==> src/rtl/dmem_arb_pkg.sv <==
// Shared types for the data-memory port arbiter.
//   arb_state_t : ownership state of the memory port
//   mem_req_t   : one memory-port request (byte enables, write, read, address, write data)
//   MEM_IDLE    : request value that performs no access
package dmem_arb_pkg;

  typedef enum logic [1:0] {
    CORE  = 2'd0,
    EXT   = 2'd1,
    DRAIN = 2'd2
  } arb_state_t;

  typedef struct packed {
    logic [3:0]  en;
    logic        wea;
    logic        rea;
    logic [31:0] addr;
    logic [31:0] din;
  } mem_req_t;

  localparam mem_req_t MEM_IDLE = '{en: 4'h0, wea: 1'b0, rea: 1'b0, addr: 32'h0, din: 32'h0};

endpackage

==> src/rtl/dmem_port_arbiter_if.sv <==
// Bundle of every bus signal around the data-memory port arbiter.
//   core_* : core MEM-stage request, read data and pipeline stall
//   ext_*  : external requester (loader / debug DMA) handshake and data
//   mem_*  : memory controller port (1-cycle read latency on mem_dout)
// slave modport is the arbiter's view; master is the surrounding system's view.
interface dmem_port_arbiter_if;
  logic [3:0]  core_en;
  logic        core_wea;
  logic        core_rea;
  logic [31:0] core_addr;
  logic [31:0] core_din;
  logic [31:0] core_dout;
  logic        mem_hold;

  logic        ext_req;
  logic        ext_wea;
  logic [3:0]  ext_be;
  logic [31:0] ext_addr;
  logic [31:0] ext_din;
  logic        ext_gnt;
  logic        ext_rvalid;
  logic [31:0] ext_dout;

  logic [3:0]  mem_en;
  logic        mem_wea;
  logic        mem_rea;
  logic [31:0] mem_addr;
  logic [31:0] mem_din;
  logic [31:0] mem_dout;

  modport slave (
    input  core_en, core_wea, core_rea, core_addr, core_din,
    output core_dout, mem_hold,
    input  ext_req, ext_wea, ext_be, ext_addr, ext_din,
    output ext_gnt, ext_rvalid, ext_dout,
    output mem_en, mem_wea, mem_rea, mem_addr, mem_din,
    input  mem_dout
  );

  modport master (
    output core_en, core_wea, core_rea, core_addr, core_din,
    input  core_dout, mem_hold,
    output ext_req, ext_wea, ext_be, ext_addr, ext_din,
    input  ext_gnt, ext_rvalid, ext_dout,
    input  mem_en, mem_wea, mem_rea, mem_addr, mem_din,
    output mem_dout
  );
endinterface

==> src/rtl/dmem_req_mux.sv <==
// Combinational memory-port request select.
//   state_i     : current port owner
//   core_req_i  : core request, passed through in CORE
//   ext_valid_i : external request present (ext_req)
//   ext_req_i   : external request, passed through in EXT while ext_valid_i
//   mem_req_o   : request presented to the memory controller (MEM_IDLE otherwise)
module dmem_req_mux
  import dmem_arb_pkg::*;
(
  input  arb_state_t state_i,
  input  mem_req_t   core_req_i,
  input  logic       ext_valid_i,
  input  mem_req_t   ext_req_i,
  output mem_req_t   mem_req_o
);

  always_comb begin
    mem_req_o = MEM_IDLE;
    unique case (state_i)
      CORE:    mem_req_o = core_req_i;
      EXT:     if (ext_valid_i) mem_req_o = ext_req_i;
      DRAIN:   mem_req_o = MEM_IDLE;
      default: mem_req_o = MEM_IDLE;
    endcase
  end

endmodule

==> src/rtl/dmem_port_arbiter.sv <==
// Shares the single data-memory port between the core MEM stage and one external requester.
// The core has priority; the external side takes idle core cycles, or a forced window once it
// has waited STARVE_LIM busy cycles. A window is at most MAX_BURST grants and is always closed
// by one DRAIN cycle so the final external read can return before the core resumes.
//   clk  : system clock
//   Rst  : synchronous active-high reset
//   bus  : core / external / memory signals (see dmem_port_arbiter_if)
module dmem_port_arbiter
  import dmem_arb_pkg::*;
#(
  parameter int unsigned STARVE_LIM = 8,
  parameter int unsigned MAX_BURST  = 16,
  parameter int unsigned CNT_W      = 5
) (
  input  logic                 clk,
  input  logic                 Rst,
  dmem_port_arbiter_if.slave   bus
);

  localparam logic [CNT_W-1:0] StarveLast = CNT_W'(STARVE_LIM - 1);
  localparam logic [CNT_W-1:0] BurstLast  = CNT_W'(MAX_BURST - 1);

  arb_state_t       state_q, state_d;
  logic [CNT_W-1:0] starve_cnt_q, starve_cnt_d;
  logic [CNT_W-1:0] burst_cnt_q, burst_cnt_d;
  logic             ext_rvalid_q, ext_rvalid_d;
  logic             ext_gnt;
  logic             core_busy;

  mem_req_t core_req, ext_mreq, mem_req;

  assign core_busy = bus.core_wea | bus.core_rea | (bus.core_en != 4'h0);

  assign core_req = '{en: bus.core_en, wea: bus.core_wea, rea: bus.core_rea,
                      addr: bus.core_addr, din: bus.core_din};
  assign ext_mreq = '{en: bus.ext_be, wea: bus.ext_wea, rea: ~bus.ext_wea,
                      addr: bus.ext_addr, din: bus.ext_din};

  dmem_req_mux u_req_mux (
    .state_i     (state_q),
    .core_req_i  (core_req),
    .ext_valid_i (bus.ext_req),
    .ext_req_i   (ext_mreq),
    .mem_req_o   (mem_req)
  );

  always_comb begin
    state_d      = state_q;
    starve_cnt_d = starve_cnt_q;
    burst_cnt_d  = burst_cnt_q;
    ext_rvalid_d = 1'b0;
    ext_gnt      = 1'b0;
    unique case (state_q)
      CORE: begin
        if (!bus.ext_req) begin
          starve_cnt_d = '0;
        end else if (!core_busy || (starve_cnt_q == StarveLast)) begin
          // Idle core cycle, or the requester has waited long enough: take the port.
          state_d      = EXT;
          starve_cnt_d = '0;
        end else begin
          starve_cnt_d = starve_cnt_q + CNT_W'(1);
        end
      end
      EXT: begin
        ext_gnt = bus.ext_req;
        if (bus.ext_req) begin
          burst_cnt_d  = burst_cnt_q + CNT_W'(1);
          ext_rvalid_d = ~bus.ext_wea;
          if (burst_cnt_q == BurstLast) state_d = DRAIN;
        end else begin
          state_d = DRAIN;
        end
      end
      DRAIN: begin
        state_d     = CORE;
        burst_cnt_d = '0;
      end
      default: begin
        state_d      = CORE;
        starve_cnt_d = '0;
        burst_cnt_d  = '0;
      end
    endcase
  end

  always_ff @(posedge clk) begin
    if (Rst) begin
      state_q      <= CORE;
      starve_cnt_q <= '0;
      burst_cnt_q  <= '0;
      ext_rvalid_q <= 1'b0;
    end else begin
      state_q      <= state_d;
      starve_cnt_q <= starve_cnt_d;
      burst_cnt_q  <= burst_cnt_d;
      ext_rvalid_q <= ext_rvalid_d;
    end
  end

  // Stall decoded from the state register only, so it never depends on same-cycle inputs.
  assign bus.mem_hold   = (state_q != CORE);
  assign bus.ext_gnt    = ext_gnt;
  assign bus.ext_rvalid = ext_rvalid_q;
  assign bus.ext_dout   = bus.mem_dout;
  assign bus.core_dout  = bus.mem_dout;

  assign bus.mem_en   = mem_req.en;
  assign bus.mem_wea  = mem_req.wea;
  assign bus.mem_rea  = mem_req.rea;
  assign bus.mem_addr = mem_req.addr;
  assign bus.mem_din  = mem_req.din;

endmodule
==> src/flat_wrapper.sv <==
// flat-port wrapper written by rule: the top's interface ports become plain ports
module dmem_port_arbiter_flat import dmem_arb_pkg::*;
#(
  parameter int unsigned STARVE_LIM = 8,
  parameter int unsigned MAX_BURST  = 16,
  parameter int unsigned CNT_W      = 5
)
  (clk, Rst, bus_core_en, bus_core_wea, bus_core_rea, bus_core_addr, bus_core_din, bus_core_dout, bus_mem_hold, bus_ext_req, bus_ext_wea, bus_ext_be, bus_ext_addr, bus_ext_din, bus_ext_gnt, bus_ext_rvalid, bus_ext_dout, bus_mem_en, bus_mem_wea, bus_mem_rea, bus_mem_addr, bus_mem_din, bus_mem_dout);
  dmem_port_arbiter_if bus_i ();
  input  logic clk;
  input  logic Rst;
  input wire logic [$bits(bus_i.core_en)-1:0] bus_core_en;
  input wire logic [$bits(bus_i.core_wea)-1:0] bus_core_wea;
  input wire logic [$bits(bus_i.core_rea)-1:0] bus_core_rea;
  input wire logic [$bits(bus_i.core_addr)-1:0] bus_core_addr;
  input wire logic [$bits(bus_i.core_din)-1:0] bus_core_din;
  output wire logic [$bits(bus_i.core_dout)-1:0] bus_core_dout;
  output wire logic [$bits(bus_i.mem_hold)-1:0] bus_mem_hold;
  input wire logic [$bits(bus_i.ext_req)-1:0] bus_ext_req;
  input wire logic [$bits(bus_i.ext_wea)-1:0] bus_ext_wea;
  input wire logic [$bits(bus_i.ext_be)-1:0] bus_ext_be;
  input wire logic [$bits(bus_i.ext_addr)-1:0] bus_ext_addr;
  input wire logic [$bits(bus_i.ext_din)-1:0] bus_ext_din;
  output wire logic [$bits(bus_i.ext_gnt)-1:0] bus_ext_gnt;
  output wire logic [$bits(bus_i.ext_rvalid)-1:0] bus_ext_rvalid;
  output wire logic [$bits(bus_i.ext_dout)-1:0] bus_ext_dout;
  output wire logic [$bits(bus_i.mem_en)-1:0] bus_mem_en;
  output wire logic [$bits(bus_i.mem_wea)-1:0] bus_mem_wea;
  output wire logic [$bits(bus_i.mem_rea)-1:0] bus_mem_rea;
  output wire logic [$bits(bus_i.mem_addr)-1:0] bus_mem_addr;
  output wire logic [$bits(bus_i.mem_din)-1:0] bus_mem_din;
  input wire logic [$bits(bus_i.mem_dout)-1:0] bus_mem_dout;
  assign bus_i.core_en = bus_core_en;
  assign bus_i.core_wea = bus_core_wea;
  assign bus_i.core_rea = bus_core_rea;
  assign bus_i.core_addr = bus_core_addr;
  assign bus_i.core_din = bus_core_din;
  assign bus_core_dout = bus_i.core_dout;
  assign bus_mem_hold = bus_i.mem_hold;
  assign bus_i.ext_req = bus_ext_req;
  assign bus_i.ext_wea = bus_ext_wea;
  assign bus_i.ext_be = bus_ext_be;
  assign bus_i.ext_addr = bus_ext_addr;
  assign bus_i.ext_din = bus_ext_din;
  assign bus_ext_gnt = bus_i.ext_gnt;
  assign bus_ext_rvalid = bus_i.ext_rvalid;
  assign bus_ext_dout = bus_i.ext_dout;
  assign bus_mem_en = bus_i.mem_en;
  assign bus_mem_wea = bus_i.mem_wea;
  assign bus_mem_rea = bus_i.mem_rea;
  assign bus_mem_addr = bus_i.mem_addr;
  assign bus_mem_din = bus_i.mem_din;
  assign bus_i.mem_dout = bus_mem_dout;
  dmem_port_arbiter #(.STARVE_LIM(STARVE_LIM), .MAX_BURST(MAX_BURST), .CNT_W(CNT_W)) u_core (.clk(clk), .Rst(Rst), .bus(bus_i));
endmodule
==> config.mk <==
export PLATFORM = sky130hd
export DESIGN_NAME = dmem_port_arbiter_flat
export DESIGN_NICKNAME = d
export VERILOG_FILES = /design/src/rtl/dmem_arb_pkg.sv /design/src/rtl/dmem_port_arbiter_if.sv /design/src/rtl/dmem_req_mux.sv /design/src/rtl/dmem_port_arbiter.sv /design/src/flat_wrapper.sv
export SDC_FILE = /design/constraint.sdc
export NUM_CORES = 1
export LEC_CHECK = 0
export BUFFER_PORTS_ARGS = -buffer_cell sky130_fd_sc_hd__buf_4
export CORE_AREA = 5 5 117 119
export CTS_CLUSTER_SIZE = 8
export DETAILED_ROUTE_END_ITERATION = 16
export DIE_AREA = 0 0 122 124
export GPL_TIMING_DRIVEN = 0
export SLEW_MARGIN = 15
export SYNTH_ARGS = -nofsm -noshare
export SYNTH_HDL_FRONTEND = slang
export SYNTH_SLANG_ARGS = --single-unit
==> constraint.sdc <==
create_clock -name clk -period 2.86 [get_ports clk]
set_input_delay 0.572 -clock clk [delete_from_list [all_inputs] [get_ports clk]]
set_output_delay 0.572 -clock clk [all_outputs]
set_load 0.01 [all_outputs]
# Word-level counts from Yosys, hierarchy flattened
# Index checks and enable logic that the tools add are counted.
dict set report totals {
  reg_bits 13
  latchBits 0
  ram_bits 0
  rom_bits 0
  out_inout_bits 137
  memories 0
}
dict set report classes {
  add_sub_neg 2
  multipliers 0
  div_mod_pow 0
  magnitude_cmp 0
  n_eq_ne 8
  n_shift 0
  mux 13
  bitwise 6
  n_reduce_logical 9
}
# cell n
set ops {}
lappend ops {{70-bit case mux with 2 select lines} 1}
lappend ops {{70-bit 2-to-1 mux} 1}
lappend ops {{5-bit case mux with 2 select lines} 2}
lappend ops {{5-bit 2-to-1 mux} 3}
lappend ops {{5-bit by 1-bit adder with 5-bit output (second input constant)} 2}
lappend ops {{2-bit 2-to-1 mux} 4}
lappend ops {{5-bit by 3-bit equality test with 1-bit output (second input constant)} 1}
lappend ops {{5-bit by 4-bit equality test with 1-bit output (second input constant)} 1}
lappend ops {{2-bit != test (second input constant)} 2}
lappend ops {{1-bit inverter} 4}
lappend ops {{2-bit case mux with 2 select lines} 1}
lappend ops {{4-bit nonzero test} 1}
lappend ops {{3-bit by 2-bit != test with 1-bit output (second input constant)} 1}
lappend ops {{3-bit AND reduction} 1}
lappend ops {{3-bit OR reduction} 1}
lappend ops {{2-bit by 1-bit equality test with 1-bit output (second input constant)} 1}
lappend ops {{2-bit equality test (second input constant)} 1}
lappend ops {{2-bit logical NOT} 1}
lappend ops {{2-bit by 1-bit != test with 1-bit output (second input constant)} 1}
lappend ops {{1-bit bitwise OR} 2}
lappend ops {{2-bit AND reduction} 1}
lappend ops {{2-bit nonzero test} 1}
lappend ops {{2-bit OR reduction} 1}
lappend ops {{1-bit logical NOT} 1}
lappend ops {{other kinds (2)} 2}

# Longest topological paths before layout
dict set report logic_depth {
  word_depth 7
  mapped_depth 7
  ltp_nobuf 6
}

# Hierarchy
# Synthesis repeated with hierarchy kept, for this count alone.
dict set report hier_totals {
  cells_unflattened 247
  area_unflattened_um2 2064.5
}
# mod n_inst cells_each area_each_um2
set modules_own_cells {}
lappend modules_own_cells {dmem_port_arbiter 1 150 1223.7}
lappend modules_own_cells {dmem_req_mux 1 97 840.8}

# Worst setup path after synthesis
# No wires, ideal clock.
dict set report synth_path {
  path_type {input-to-output}
  startpoint {input port bus_ext_req}
  endpoint {output port bus_mem_addr[10]}
  t_arrival_ns 1.458
  required_time_ns 2.288
  setup_slack_ns 0.830
  path_stages 5
  cell_sequence {buf_2 nand2_1 inv_2 clkbuf_1 a22o_1}
}
dict set report synth_via {
  elab_chain_len 2
}
# element line_no
set synth_rtl {}
lappend synth_rtl {{start: declaration} flat_wrapper.sv:19} ;# input wire logic [$bits(bus_i.ext_req)-1:0] bus_ext_req;
lappend synth_rtl {{70-bit 2-to-1 mux} dmem_req_mux.sv:21} ;# EXT: if (ext_valid_i) mem_req_o = ext_req_i;
lappend synth_rtl {{70-bit case mux with 2 select lines} dmem_req_mux.sv:19} ;# unique case (state_i)
lappend synth_rtl {{end: declaration} flat_wrapper.sv:30} ;# output wire logic [$bits(bus_i.mem_addr)-1:0] bus_mem_addr;
# Every way passes these cells.

# Worst setup path in the final report
dict set report layout_path {
  startpoint {register u_core.state_q[0]}
  endpoint {output port bus_mem_addr[17]}
}
dict set report layout_via {
  elab_chain_len 2
}
# element line_no
set layout_rtl {}
lappend layout_rtl {{start: declaration} dmem_port_arbiter.sv:23} ;# arb_state_t state_q, state_d;
lappend layout_rtl {{start signal: assignment} dmem_port_arbiter.sv:94} ;# state_q <= state_d;
lappend layout_rtl {{2-bit by 1-bit equality test with 1-bit output or 2-bit logical NOT (tied branches)} dmem_req_mux.sv:19}
lappend layout_rtl {{70-bit case mux with 2 select lines (*)} dmem_req_mux.sv:19}
# Mark *: on every way between the ends. The rest lies on a longest branch, timed or not.

==> impl_metrics.json <==
{
  "synth.most_common_cell": "a22o_1",
  "end_kind": "output port",
  "synth_compound_area_share_pct": 39.07,
  "core_area_um2": 12470,
  "gp_congestion": 0.7859,
  "hpwl_um": 11020,
  "post_drt_wl_per_cell_um": 18.36,
  "slew_headroom_pct": 67.95,
  "gr-total-overflow": 0,
  "h-tree-depth": 1,
  "grt.total_usage_pct": 14.27,
  "p_total_w": 0.001012,
  "switching_share_pct": 27.62,
  "grt_pass1_vias": 2883,
  "ys.flop_type": "dfxtp_1",
  "start_kind": "flop",
  "grt_max_degree": 11,
  "cp.required_ns": 2.29,
  "power.density_nw_per_um2": 238.0,
  "yosysTopAreaCellShare_pct": 31.73,
  "fin_setup_tns_ns": 0,
  "routed_wl_um": 12600,
  "comb_power_share_pct": 55.6,
  "synth_fp_nets": 412,
  "drtPass1Iterations": 4,
  "port_buffers": 277,
  "syn-instance-count": 233,
  "synth_top_cell_by_area": "a22o_1",
  "fin_area_um2": 4250,
  "ant_nets": 0,
  "cp_data_arrival_time_ns": 2.07,
  "slew_violations": 0,
  "async_flop_share_pct": 0,
  "worst-setup-path-type": "flop to output port",
  "via_count": 2871,
  "synth-seq-cells": 13,
  "antenna_cells": 0,
  "ys_warn_count": 0,
  "antenna_found_initial": 0,
  "yosys.area_share.simple_pct": 10.20,
  "die_height_um": 124,
  "area_growth_pct": 126.5,
  "crit_path_max_fanout": 10,
  "synthMuxAreaShare_pct": 1.133,
  "clk_latency_ns": 0.24,
  "synth_area_per_cell_um2": 8.055,
  "synth_common_cells": "a22o_1 (68), buf_4 (64), dfxtp_1 (13)",
  "n_fill_cell": 1332,
  "path_clk_slew_ns": 0.05,
  "holdWs_ns": 0.4726,
  "cts_setup_buffers": 0,
  "synthAdderAreaFrac_pct": 3.333,
  "drc": 0,
  "synth.cell_area_um2": 1877,
  "clock_path_buffers": 2,
  "leakagePower_nw": 2.242,
  "power.switching_w": 0.0002794,
  "synth_top_family_by_area": "compound AO/OA/AOI/OAI gates",
  "worst_slew_pin_slew_ns": 0.4808,
  "cts_tree": "done",
  "min_path_type": "flop to flop",
  "max-cap-violations": 0,
  "cts_buffers": 3,
  "start_util_pct": 15.06,
  "drtIter0Drc": 156,
  "dieArea_um2": 15130,
  "finalCritPeriodShare_pct": 92.52,
  "drive_gt1_share_pct": 70.23,
  "root_buffer": "clkbuf_16",
  "cts_hold_buf": 0,
  "grt_pass1_wl_um": 16900,
  "placed_cell_area_um2": 4172,
  "setup_viol": 0,
  "yosysSeqAreaShare_pct": 13.87,
  "peakVddDrop_uv": 195.5,
  "rsz0062_at_grt": "false",
  "cts_resized": 0,
  "finalClockSkew_ns": 0.004175,
  "yosys-top-cells-area": "a22o_1 (32%), buf_4 (26%), dfxtp_1 (14%)",
  "final_nets": 694,
  "io_pins": 311,
  "synth_cell_type_count": 37,
  "fin_crit_ns": 2.646,
  "yosys.area_share.xor_xnor_pct": 1.400,
  "cts_sinks": 13,
  "status": "completed",
  "die_w_um": 122,
  "fin_util_pct": 34.10,
  "max_freq_mhz": 377.9,
  "rows": 41,
  "synth_edf_count": 0,
  "finalHoldViolCount": 0,
  "post_drt_via_cell_ratio": 4.185,
  "p_int_w": 0.0007322,
  "pwr-share-seq_pct": 18.3,
  "power.share.clock_pct": 26.1
}
-- per-layer routing --
layer	routed length (µm)	share of wire (%)	track usage, %
met3	1141	9.1	3.633
met2	6516	52	25.45
met5	0	0	0
met1	4829	38	17.73
met4	109	0.87	2.031
-- layout make-up --
class / instances / area [µm²] / area share [%]
timing repair buffer: 277 / 2079 / 48.93
inverter: 6 / 22.52 / 0.5299
sequential: 13 / 260.3 / 6.123
multi-input combinational: 132 / 1035 / 24.34
buffer: 82 / 559.3 / 13.16
tap: 172 / 215.2 / 5.063
clock buffer: 4 / 78.83 / 1.855
-- logic make-up (layout without fill, tap and decap cells) --
| group | Yosys count | in the layout |
|---|---|---|
| DFF | 13 | 13 |
| AOI/OAI and AO/OA | 88 | 88 |
| and+or+nand+nor | 34 | 34 |
| adders and majority gates | 5 | 5 |
| muxes | 2 | 2 |
| buffers and inverters | 88 | 369 |
| xor gates and xnor gates | 3 | 3 |
-- placed cells by master (no fill, tap or decap), types with 2 or more instances in the layout --
master,synthesis,routed
a21oi_1,6,6
a22o_1,68,68
a22oi_1,2,2
buf_2,9,9
buf_4,64,341
clkbuf_1,9,10
clkbuf_16,0,3
dfxtp_1,13,13
ha_1,5,5
inv_1,5,5
nand2_1,9,9
nand3_1,2,2
nor2_1,4,4
nor2b_1,4,4
nor3_1,3,3
o21ai_0,5,5
or3_1,3,3
xor2_1,2,2
-- power by group through the flow --
stage | sequential [W] | clock [W] | combinational, W
after floorplan | 0.000188 | 0 | 0.000216
after global placement | 0.000188 | 0 | 0.000563
after detailed placement | 0.000189 | 0 | 0.000566
after CTS | 0.000185 | 0.000269 | 0.000569
after global routing | 0.000185 | 0.000273 | 0.000597
final | 0.000185 | 0.000264 | 0.000562
-- final timing paths --
path                         start  slack [ns]                 to  depth (start not counted)
min reg2reg      u_core.state_q[1]        0.47  u_core.state_q[1]                          2
max reg2reg  u_core.burst_cnt_q[0]        1.25  u_core.state_q[0]                          6
max              u_core.state_q[0]        0.21   bus_mem_addr[17]                          7
min              u_core.state_q[1]        0.47  u_core.state_q[1]                          2
-- through the flow --
stage,setup WS [ns],instances
floorplan,0.8299,233
global placement,0.4294,682
detailed placement,0.3843,682
CTS,0.1949,686
global route,0.02874,686
finish,0.2140,686
-- state kept, by name, summed over array words and instances (netlist names) --
signal and flops:
u_core.burst_cnt_q 5, u_core.bus.ext_rvalid 1, u_core.starve_cnt_q 5, u_core.state_q 2
-- worst max-delay path, cell delays in order (launching register included) --
cell,delay (ns)
dfxtp_1,0.33
inv_1,0.06
ha_1,0.13
buf_2,0.22
buf_2,0.29
clkbuf_1,0.42
a22o_1,0.26
buf_4,0.13
Note: power is estimated with default switching activity, not from simulation.
